[src/rtl/wb_pkg.sv]
// Shared Wishbone definitions for the boot copier: data width and FSM state encoding.
package wb_pkg;

    localparam int WB_DW = 32;

    typedef enum logic [2:0] {
        S_IDLE    = 3'd0,
        S_RD_REQ  = 3'd1,
        S_RD_WAIT = 3'd2,
        S_WR_REQ  = 3'd3,
        S_WR_WAIT = 3'd4,
        S_DONE    = 3'd5
    } state_t;

endpackage

[src/rtl/wb_req_hold.sv]
// Request-side drive of the Wishbone master: stb/we/addr/data straight from FSM state and registers.
// Zero latency; under stall the request is held because the FSM stays put and its registers are frozen.
module wb_req_hold
    import wb_pkg::*;
#(
    parameter int AW = 7
) (
    input  logic             rd_req_i,
    input  logic             wr_req_i,
    input  logic [AW-1:0]    src_i,
    input  logic [AW-1:0]    dst_i,
    input  logic [WB_DW-1:0] wdat_i,
    input  logic             stall_i,
    output logic             stb_o,
    output logic             we_o,
    output logic [AW-1:0]    addr_o,
    output logic [WB_DW-1:0] data_o,
    output logic             acc_o
);

    always_comb begin
        stb_o  = rd_req_i | wr_req_i;
        we_o   = wr_req_i;
        addr_o = '0;
        if (wr_req_i) begin
            addr_o = dst_i;
        end else if (rd_req_i) begin
            addr_o = src_i;
        end
        data_o = wdat_i;
        acc_o  = stb_o & ~stall_i;
    end

endmodule

[src/rtl/wb_boot_copier.sv]
// Wishbone pipelined master copying LEN words src->dst, one transaction outstanding (4 cycles/word unstalled).
// Stall holds the request indefinitely; a missing ack aborts after TIMEOUT wait cycles with o_err set.
module wb_boot_copier
    import wb_pkg::*;
#(
    parameter int AW      = 7,
    parameter int LENW    = 8,
    parameter int TIMEOUT = 255
) (
    input  logic             clk,
    input  logic             reset_n,
    input  logic             i_start,
    input  logic [AW-1:0]    i_src,
    input  logic [AW-1:0]    i_dst,
    input  logic [LENW-1:0]  i_len,
    output logic             o_busy,
    output logic             o_done,
    output logic             o_err,
    output logic             o_wb_cyc,
    output logic             o_wb_stb,
    output logic             o_wb_we,
    output logic [AW-1:0]    o_wb_addr,
    output logic [WB_DW-1:0] o_wb_data,
    input  logic             i_wb_ack,
    input  logic             i_wb_stall,
    input  logic [WB_DW-1:0] i_wb_data
);

    // Counter only needs to reach TIMEOUT-1: the abort fires on that wait cycle.
    localparam int TW = (TIMEOUT > 1) ? $clog2(TIMEOUT) : 1;

    state_t            state_q, state_d;
    logic [AW-1:0]     src_q, src_d;
    logic [AW-1:0]     dst_q, dst_d;
    logic [LENW-1:0]   rem_q, rem_d;
    logic [WB_DW-1:0]  wdat_q, wdat_d;
    logic              err_q, err_d;
    logic [TW-1:0]     tmo_q, tmo_d;

    logic              req_acc;
    logic              tmo_hit;

    assign tmo_hit = (TIMEOUT != 0) && (tmo_q == TW'(TIMEOUT - 1));

    wb_req_hold #(.AW(AW)) u_req_hold (
        .rd_req_i (state_q == S_RD_REQ),
        .wr_req_i (state_q == S_WR_REQ),
        .src_i    (src_q),
        .dst_i    (dst_q),
        .wdat_i   (wdat_q),
        .stall_i  (i_wb_stall),
        .stb_o    (o_wb_stb),
        .we_o     (o_wb_we),
        .addr_o   (o_wb_addr),
        .data_o   (o_wb_data),
        .acc_o    (req_acc)
    );

    always_ff @(posedge clk or negedge reset_n) begin
        if (!reset_n) begin
            state_q <= S_IDLE;
            src_q   <= '0;
            dst_q   <= '0;
            rem_q   <= '0;
            wdat_q  <= '0;
            err_q   <= 1'b0;
            tmo_q   <= '0;
        end else begin
            state_q <= state_d;
            src_q   <= src_d;
            dst_q   <= dst_d;
            rem_q   <= rem_d;
            wdat_q  <= wdat_d;
            err_q   <= err_d;
            tmo_q   <= tmo_d;
        end
    end

    always_comb begin
        state_d = state_q;
        src_d   = src_q;
        dst_d   = dst_q;
        rem_d   = rem_q;
        wdat_d  = wdat_q;
        err_d   = err_q;
        tmo_d   = tmo_q;

        case (state_q)
            S_IDLE: begin
                if (i_start) begin
                    src_d   = i_src;
                    dst_d   = i_dst;
                    rem_d   = i_len;
                    err_d   = 1'b0;
                    state_d = (i_len == '0) ? S_DONE : S_RD_REQ;
                end
            end
            S_RD_REQ: begin
                if (req_acc) begin
                    tmo_d   = '0;
                    state_d = S_RD_WAIT;
                end
            end
            S_RD_WAIT: begin
                if (i_wb_ack) begin
                    wdat_d  = i_wb_data;
                    state_d = S_WR_REQ;
                end else if (tmo_hit) begin
                    err_d   = 1'b1;
                    state_d = S_DONE;
                end else begin
                    tmo_d = tmo_q + 1'b1;
                end
            end
            S_WR_REQ: begin
                if (req_acc) begin
                    tmo_d   = '0;
                    state_d = S_WR_WAIT;
                end
            end
            S_WR_WAIT: begin
                if (i_wb_ack) begin
                    src_d   = src_q + 1'b1;
                    dst_d   = dst_q + 1'b1;
                    rem_d   = rem_q - 1'b1;
                    state_d = (rem_q == LENW'(1)) ? S_DONE : S_RD_REQ;
                end else if (tmo_hit) begin
                    err_d   = 1'b1;
                    state_d = S_DONE;
                end else begin
                    tmo_d = tmo_q + 1'b1;
                end
            end
            S_DONE: begin
                state_d = S_IDLE;
            end
            default: begin
                state_d = S_IDLE;
            end
        endcase
    end

    // Outputs decode straight from the state register so reset drops cyc/stb without waiting for a clock.
    always_comb begin
        o_wb_cyc = (state_q == S_RD_REQ) || (state_q == S_RD_WAIT) ||
                   (state_q == S_WR_REQ) || (state_q == S_WR_WAIT);
        o_busy   = o_wb_cyc;
        o_done   = (state_q == S_DONE);
        o_err    = err_q;
    end

endmodule

[config.mk]
export PLATFORM = sky130hd
export DESIGN_NAME = wb_boot_copier
export DESIGN_NICKNAME = d
export VERILOG_FILES = /design/src/rtl/wb_pkg.sv /design/src/rtl/wb_req_hold.sv /design/src/rtl/wb_boot_copier.sv
export SDC_FILE = /design/constraint.sdc
export NUM_CORES = 1
export LEC_CHECK = 0
export BUFFER_PORTS_ARGS = -buffer_cell sky130_fd_sc_hd__buf_2
export CORE_UTILIZATION = 29
export CTS_CLUSTER_DIAMETER = 200
export DETAILED_ROUTE_END_ITERATION = 8
export SETUP_SLACK_MARGIN = 0.15
export SYNTH_ARGS = -nofsm -noshare
export SYNTH_HDL_FRONTEND = slang
export SYNTH_SLANG_ARGS = --single-unit
[constraint.sdc]
create_clock -name clk -period 2.2 [get_ports clk]
set_input_delay 0.11 -clock clk [delete_from_list [all_inputs] [get_ports clk]]
set_output_delay 0.11 -clock clk [all_outputs]
set_load 0.005 [all_outputs]
# Yosys cells after proc, flatten, opt, wreduce, memory -nomap -nowiden
# Index checks and enable logic that the tools add are counted.
[classes]
add_sub_neg = 4
n_mul = 0
div_mod_pow = 0
order_cmp = 0
eq_ne = 15
n_shift = 0
n_mux = 28
bitwise_logic = 3
n_reduce_logical = 15
[op_table]
columns = ["operator", "n"]
rows = [
  ["$mux 7", 6],
  ["$mux 8", 5],
  ["$pmux 8 s2", 2],
  ["$pmux 7 s2", 2],
  ["$mux 3", 8],
  ["$pmux 3 s5", 1],
  ["$add 7x1->7 const B", 2],
  ["$ne 2x2->1 const B", 6],
  ["$add 8x1->8 const B", 1],
  ["$eq 8x1->1 const B", 1],
  ["$eq 8x8->1 const B", 1],
  ["$logic_not 8->1", 1],
  ["$reduce_and 4->1", 2],
  ["$sub 8x1->8 const B", 1],
  ["$eq 3x2->1 const B", 2],
  ["$eq 3x3->1 const B", 2],
  ["$reduce_and 3->1", 2],
  ["$reduce_bool 2->1", 3],
  ["$ne 2x1->1 const B", 2],
  ["$reduce_or 2->1", 2],
  ["$eq 3x1->1 const B", 1],
  ["$logic_not 3->1", 1],
  ["$logic_or 1x1->1", 3],
  ["$mux 1", 3],
  ["other kinds (5)", 5],
]
[word_totals]
register_bits = 66
latch_bits = 0
ramBits = 0
rom_bits = 0
input_bits = 59
output_inout_bits = 45
n_memories = 0

# Logic depth before layout (Yosys ltp)
[depth]
depth_word = 5
mapped_depth = 7
ltp_nobuf = 6

# By module
# Synthesis repeated with hierarchy kept, for this count alone.
[unflattened]
hier_cells = 367
area_unflattened_um2 = 3684.8
[by_module_without_submodules]
columns = ["module", "n_inst", "cells_per_inst", "area_each_um2"]
rows = [
  ["wb_boot_copier", 1, 319, 3319.4],
  ["wb_req_hold", 1, 48, 365.4],
]

# Worst setup path before layout
# OpenSTA, ideal clock, no wires.
[synth_path]
path_type = "register to register"
startpoint = "register tmo_q[0]"
endpoint = "register tmo_q[6]"
arrival_ps = 1560
t_required_ps = 2078
setup_slack_ps = 517
path_stages_with_launch = 7
path_buffers = 0
cell_sequence = "dfrtp_1 inv_1 ha_1 and4_1 and4_4 or4_1 mux2i_1"
[synth_via]
elab_chain_len = 4
[synth_lines]
columns = ["element", "line_no", "rtl"]
rows = [
  ["from (decl)", "wb_boot_copier.sv:38", "logic [TW-1:0] tmo_q, tmo_d;"],
  ["from (signal assigned)", "wb_boot_copier.sv:75", "tmo_q <= tmo_d;"],
  ["$add 8x1->8", "wb_boot_copier.sv:112, wb_boot_copier.sv:131", ""],
  ["$mux 8", "wb_boot_copier.sv:108, wb_boot_copier.sv:127", ""],
  ["$mux 8", "wb_boot_copier.sv:122", "if (i_wb_ack) begin"],
  ["$pmux 8 s2", "wb_boot_copier.sv:88", "case (state_q)"],
]
# Parallel ways exist; a longest one is shown, timed or not. The select of a mux whose other input is x is not followed.
# A chain may end at the register's enable or synchronous reset.

# Final worst setup path
[layout_path]
startpoint = "register rem_q[0]"
endpoint = "register rem_q[6]"
[layout_via]
elab_chain_len = 3
[layout_lines]
columns = ["element", "line_no", "rtl"]
rows = [
  ["from (decl)", "wb_boot_copier.sv:35", "logic [LENW-1:0] rem_q, rem_d;"],
  ["from (signal assigned)", "wb_boot_copier.sv:72", "rem_q <= rem_d;"],
  ["$sub 8x1->8", "wb_boot_copier.sv:125", "rem_d = rem_q - 1'b1;"],
  ["$mux 8", "wb_boot_copier.sv:122", ""],
  ["$pmux 8 s2", "wb_boot_copier.sv:88", ""],
]
# No other way between the ends. The select of a mux whose other input is x is not followed.

==> flow_metrics.py <==
metrics = {
    "run_status": {
        "status": "finished, final reports clean",
    },
    "synthesis": {
        "synth.distinct_cells": 46,
        "avgSynthCellArea_um2": 10.4,
        "synth.net_count": 390,
        "syn_inst": 325,
        "yosys_warnings": 0,
        "synth_ff_type": "dfrtp_1",
        "synth_edf_count": 0,
        "async_reset_ff_share_pct": 100,
        "synth_seq_cells": 66,
        "synth_seq_area_share_pct": 48.6,
        "synth.cell_area_um2": 3400,
    },
    "hold_path": {
        "hp-class": "input port to register",
    },
    "sta": {
        "worst_clock_skew_ns": 0.00349,
        "whs_ns": 0.0144,
        "hold_violations": 0,
        "max_freq_mhz": 555,
        "relSlewSlack_pct": 60.3,
        "finalSetupViolations": 0,
        "setup_tns_ns": 0,
        "setup_ws_ns": 0.400,
        "slew_viol_final": 0,
        "rsz0062_at_grt": "no",
        "worst_pin_slew_ns": 0.591,
        "min_period_ns": 1.80,
        "fin_crit_sh_pct": 81.8,
    },
    "setup_path": {
        "worst_setup_path_end_kind": "register",
        "path_class": "register to register",
        "startpoint_type": "register",
        "worstPathMaxFanout": 4,
        "worstPathArrival_ns": 2.01,
        "crit_required_ns": 2.41,
    },
    "finish": {
        "drive_gt1_share_pct": 38.5,
        "antenna_cells": 0,
        "mostFrequentLayoutCells": "buf_2 (103), dfrtp_1 (66), mux2_2 (33)",
        "area_growth_pct": 36.0,
        "nets": 517,
        "nFillCells": 1133,
        "final_common_cell": "buf_2",
    },
    "floorplan": {
        "fp.dieW_um": 110,
        "io_pins": 104,
        "core_um2": 11400,
        "fp.dieArea_um2": 12100,
        "fp.dieH_um": 110,
        "num_rows": 39,
        "start_util_pct": 29.7,
    },
    "placed_design": {
        "io_buffers": 103,
        "pre_cts_ws_ns": 0.430,
        "gp_congestion": 0.834,
        "dp_hpwl_mm": 6.03,
    },
    "cts": {
        "numCtsBuffers": 9,
        "cts_tree": "yes",
        "cts_buffer_depth": 2,
        "cts_max_level": 3,
        "post_cts_buffers": 0,
        "clk_pin_slew_ns": 0.06,
        "root_buffer": "clkbuf_16",
        "cts_resized": 0,
        "clock_latency_ns": 0.33,
        "cts_num_sinks": 66,
    },
    "power_and_ir_drop": {
        "max-vdd-ir-drop_mv": 0.451,
        "intPower_mw": 4.08,
        "switching_share_pct": 34.7,
        "p_clk_share_pct": 25.1,
        "p_switching_mw": 2.17,
        "pwr_density_cell_nw_per_um2": 1350,
        "p_total_mw": 6.25,
        "seq_power_share_pct": 34.8,
        "pwr-share-comb_pct": 40.1,
        "p_leak_nw": 2.12,
    },
    "global_route": {
        "grt_pass1_wl_mm": 13.8,
        "grt_max_degree": 33,
        "grt_pass1_vias": 2884,
        "grt_overflow": 0,
        "grt_util_all_layers_pct": 14.9,
        "antenna_found_initial": 0,
    },
    "routing": {
        "drt_wl_total_mm": 8.51,
        "postRouteAntennaNets": 0,
        "vias": 2937,
        "routedWlPerCell_um": 14.2,
        "drc": 0,
        "vias_per_cell": 4.90,
        "drtIter0Drc": 103,
        "drt_pass1_iterations": 4,
    },
    "job": {
        "maxCapViolCount": 0,
    },
}
state kept, by name, indices dropped and copies added (netlist names):
| register | cells |
|---|---|
| dst_q | 7 |
| o_err | 1 |
| rem_q | 8 |
| src_q | 7 |
| state_q | 3 |
| tmo_q | 8 |
| wdat_q | 32 |
layer usage:
layer / wire length [um] / up-vias / GRT usage [%]
li1: - / 1435 / -
met1: 4060 / 1435 / 19.8
met2: 4060 / 58 / 23.7
met3: 305 / 9 / 3.70
met4: 88 / 0 / 4.98
met5: 0 / - / 0
what timing repair did:
item,4_1_cts,5_1_grt
hold buffers,19,0
endpoints found under the hold margin,37,0
setup endpoints to repair,0,0
critical path: stages (launching register included):
cell and delay, ns:
dfrtp_1 0.40, inv_1 0.13, ha_1 0.19, or3b_2 0.49
o31a_1 0.25, o21ai_0 0.12, o21ai_0 0.09
Yosys cell counts (2+ instances only):
cell type / n / area share, %
dfrtp_1: 66 / 49
mux2_2: 33 / 11
o21ai_0: 25 / 3.7
a21oi_1: 24 / 3.5
nor2_1: 22 / 2.4
nand2_1: 20 / 2.2
mux2i_1: 13 / 3.8
nand3_1: 13 / 1.9
inv_1: 8 / 0.88
a31oi_1: 7 / 1.3
buf_2: 7 / 1.0
clkbuf_1: 7 / 0.77
and3_1: 6 / 1.1
ha_1: 6 / 2.2
o22ai_1: 6 / 1.1
a2bb2oi_1: 5 / 1.3
nand2b_1: 5 / 0.92
nor3_1: 5 / 0.74
a22oi_1: 4 / 0.88
buf_4: 4 / 0.88
nor4_1: 3 / 0.55
o21a_1: 3 / 0.66
buf_6: 2 / 0.66
nand2b_4: 2 / 0.81
nor3b_1: 2 / 0.44
nor3b_2: 2 / 0.74
o211ai_1: 2 / 0.44
o2bb2ai_1: 2 / 0.52
or2_1: 2 / 0.37
or2_2: 2 / 0.37
or4_1: 2 / 0.44
cells by family after synthesis:
group	count (synthesis)	share of synthesized area [%]
compound gates	83	14.6
xor+xnor	1	0.258
fa+ha+maj	6	2.21
buf+inv	28	4.24
flops	66	48.6
mux	46	14.8
simple gates	95	15.3
final cells by class:
class                   count  area [um^2]  area share, %
clock buffers              10          239           5.17
clock inverters             6         88.8           1.92
inverters                   8         30.0          0.650
multi-input cells         231         1610           34.8
flip-flops and latches     66         1650           35.8
well taps                 143          179           3.87
repair buffers            136          823           17.8
final timing paths:
check,startpoint,to,slack (ns),cells past startpoint
hold reg to reg,rem_q[7]$_DFFE_PN0P_,rem_q[7]$_DFFE_PN0P_,0.50,1
setup reg to reg,rem_q[0]$_DFFE_PN0P_,rem_q[6]$_DFFE_PN0P_,0.40,6
max in group asynchronous,reset_n,wdat_q[13]$_DFFE_PN0P_,1.15,3
hold / removal,i_wb_data[22],wdat_q[22]$_DFFE_PN0P_,0.01,2
setup / recovery,rem_q[0]$_DFFE_PN0P_,rem_q[6]$_DFFE_PN0P_,0.40,6
min in group asynchronous,reset_n,src_q[3]$_DFFE_PN0P_,0.30,2
power by group through the flow:
stage / logic, mW / registers (mW) / clock network [mW]
after global routing: 2.84 / 2.27 / 1.67
final: 2.50 / 2.17 / 1.57
after floorplan: 1.61 / 2.15 / 0
after global placement: 2.44 / 2.16 / 0
after CTS: 2.52 / 2.17 / 1.63
after detailed placement: 2.48 / 2.19 / 0
through the flow:
| step | util (%) | instance area (um^2) | cells |
|---|---|---|---|
| floorplan | - | 3400 | 325 |
| global placement | 35.9 | 4100 | 565 |
| detailed placement | 35.9 | 4100 | 565 |
| CTS | 40.4 | 4620 | 600 |
| global route | 40.4 | 4620 | 600 |
| finish | 40.4 | 4620 | 600 |
No activity file was read; power rests on OpenSTA's default activity.
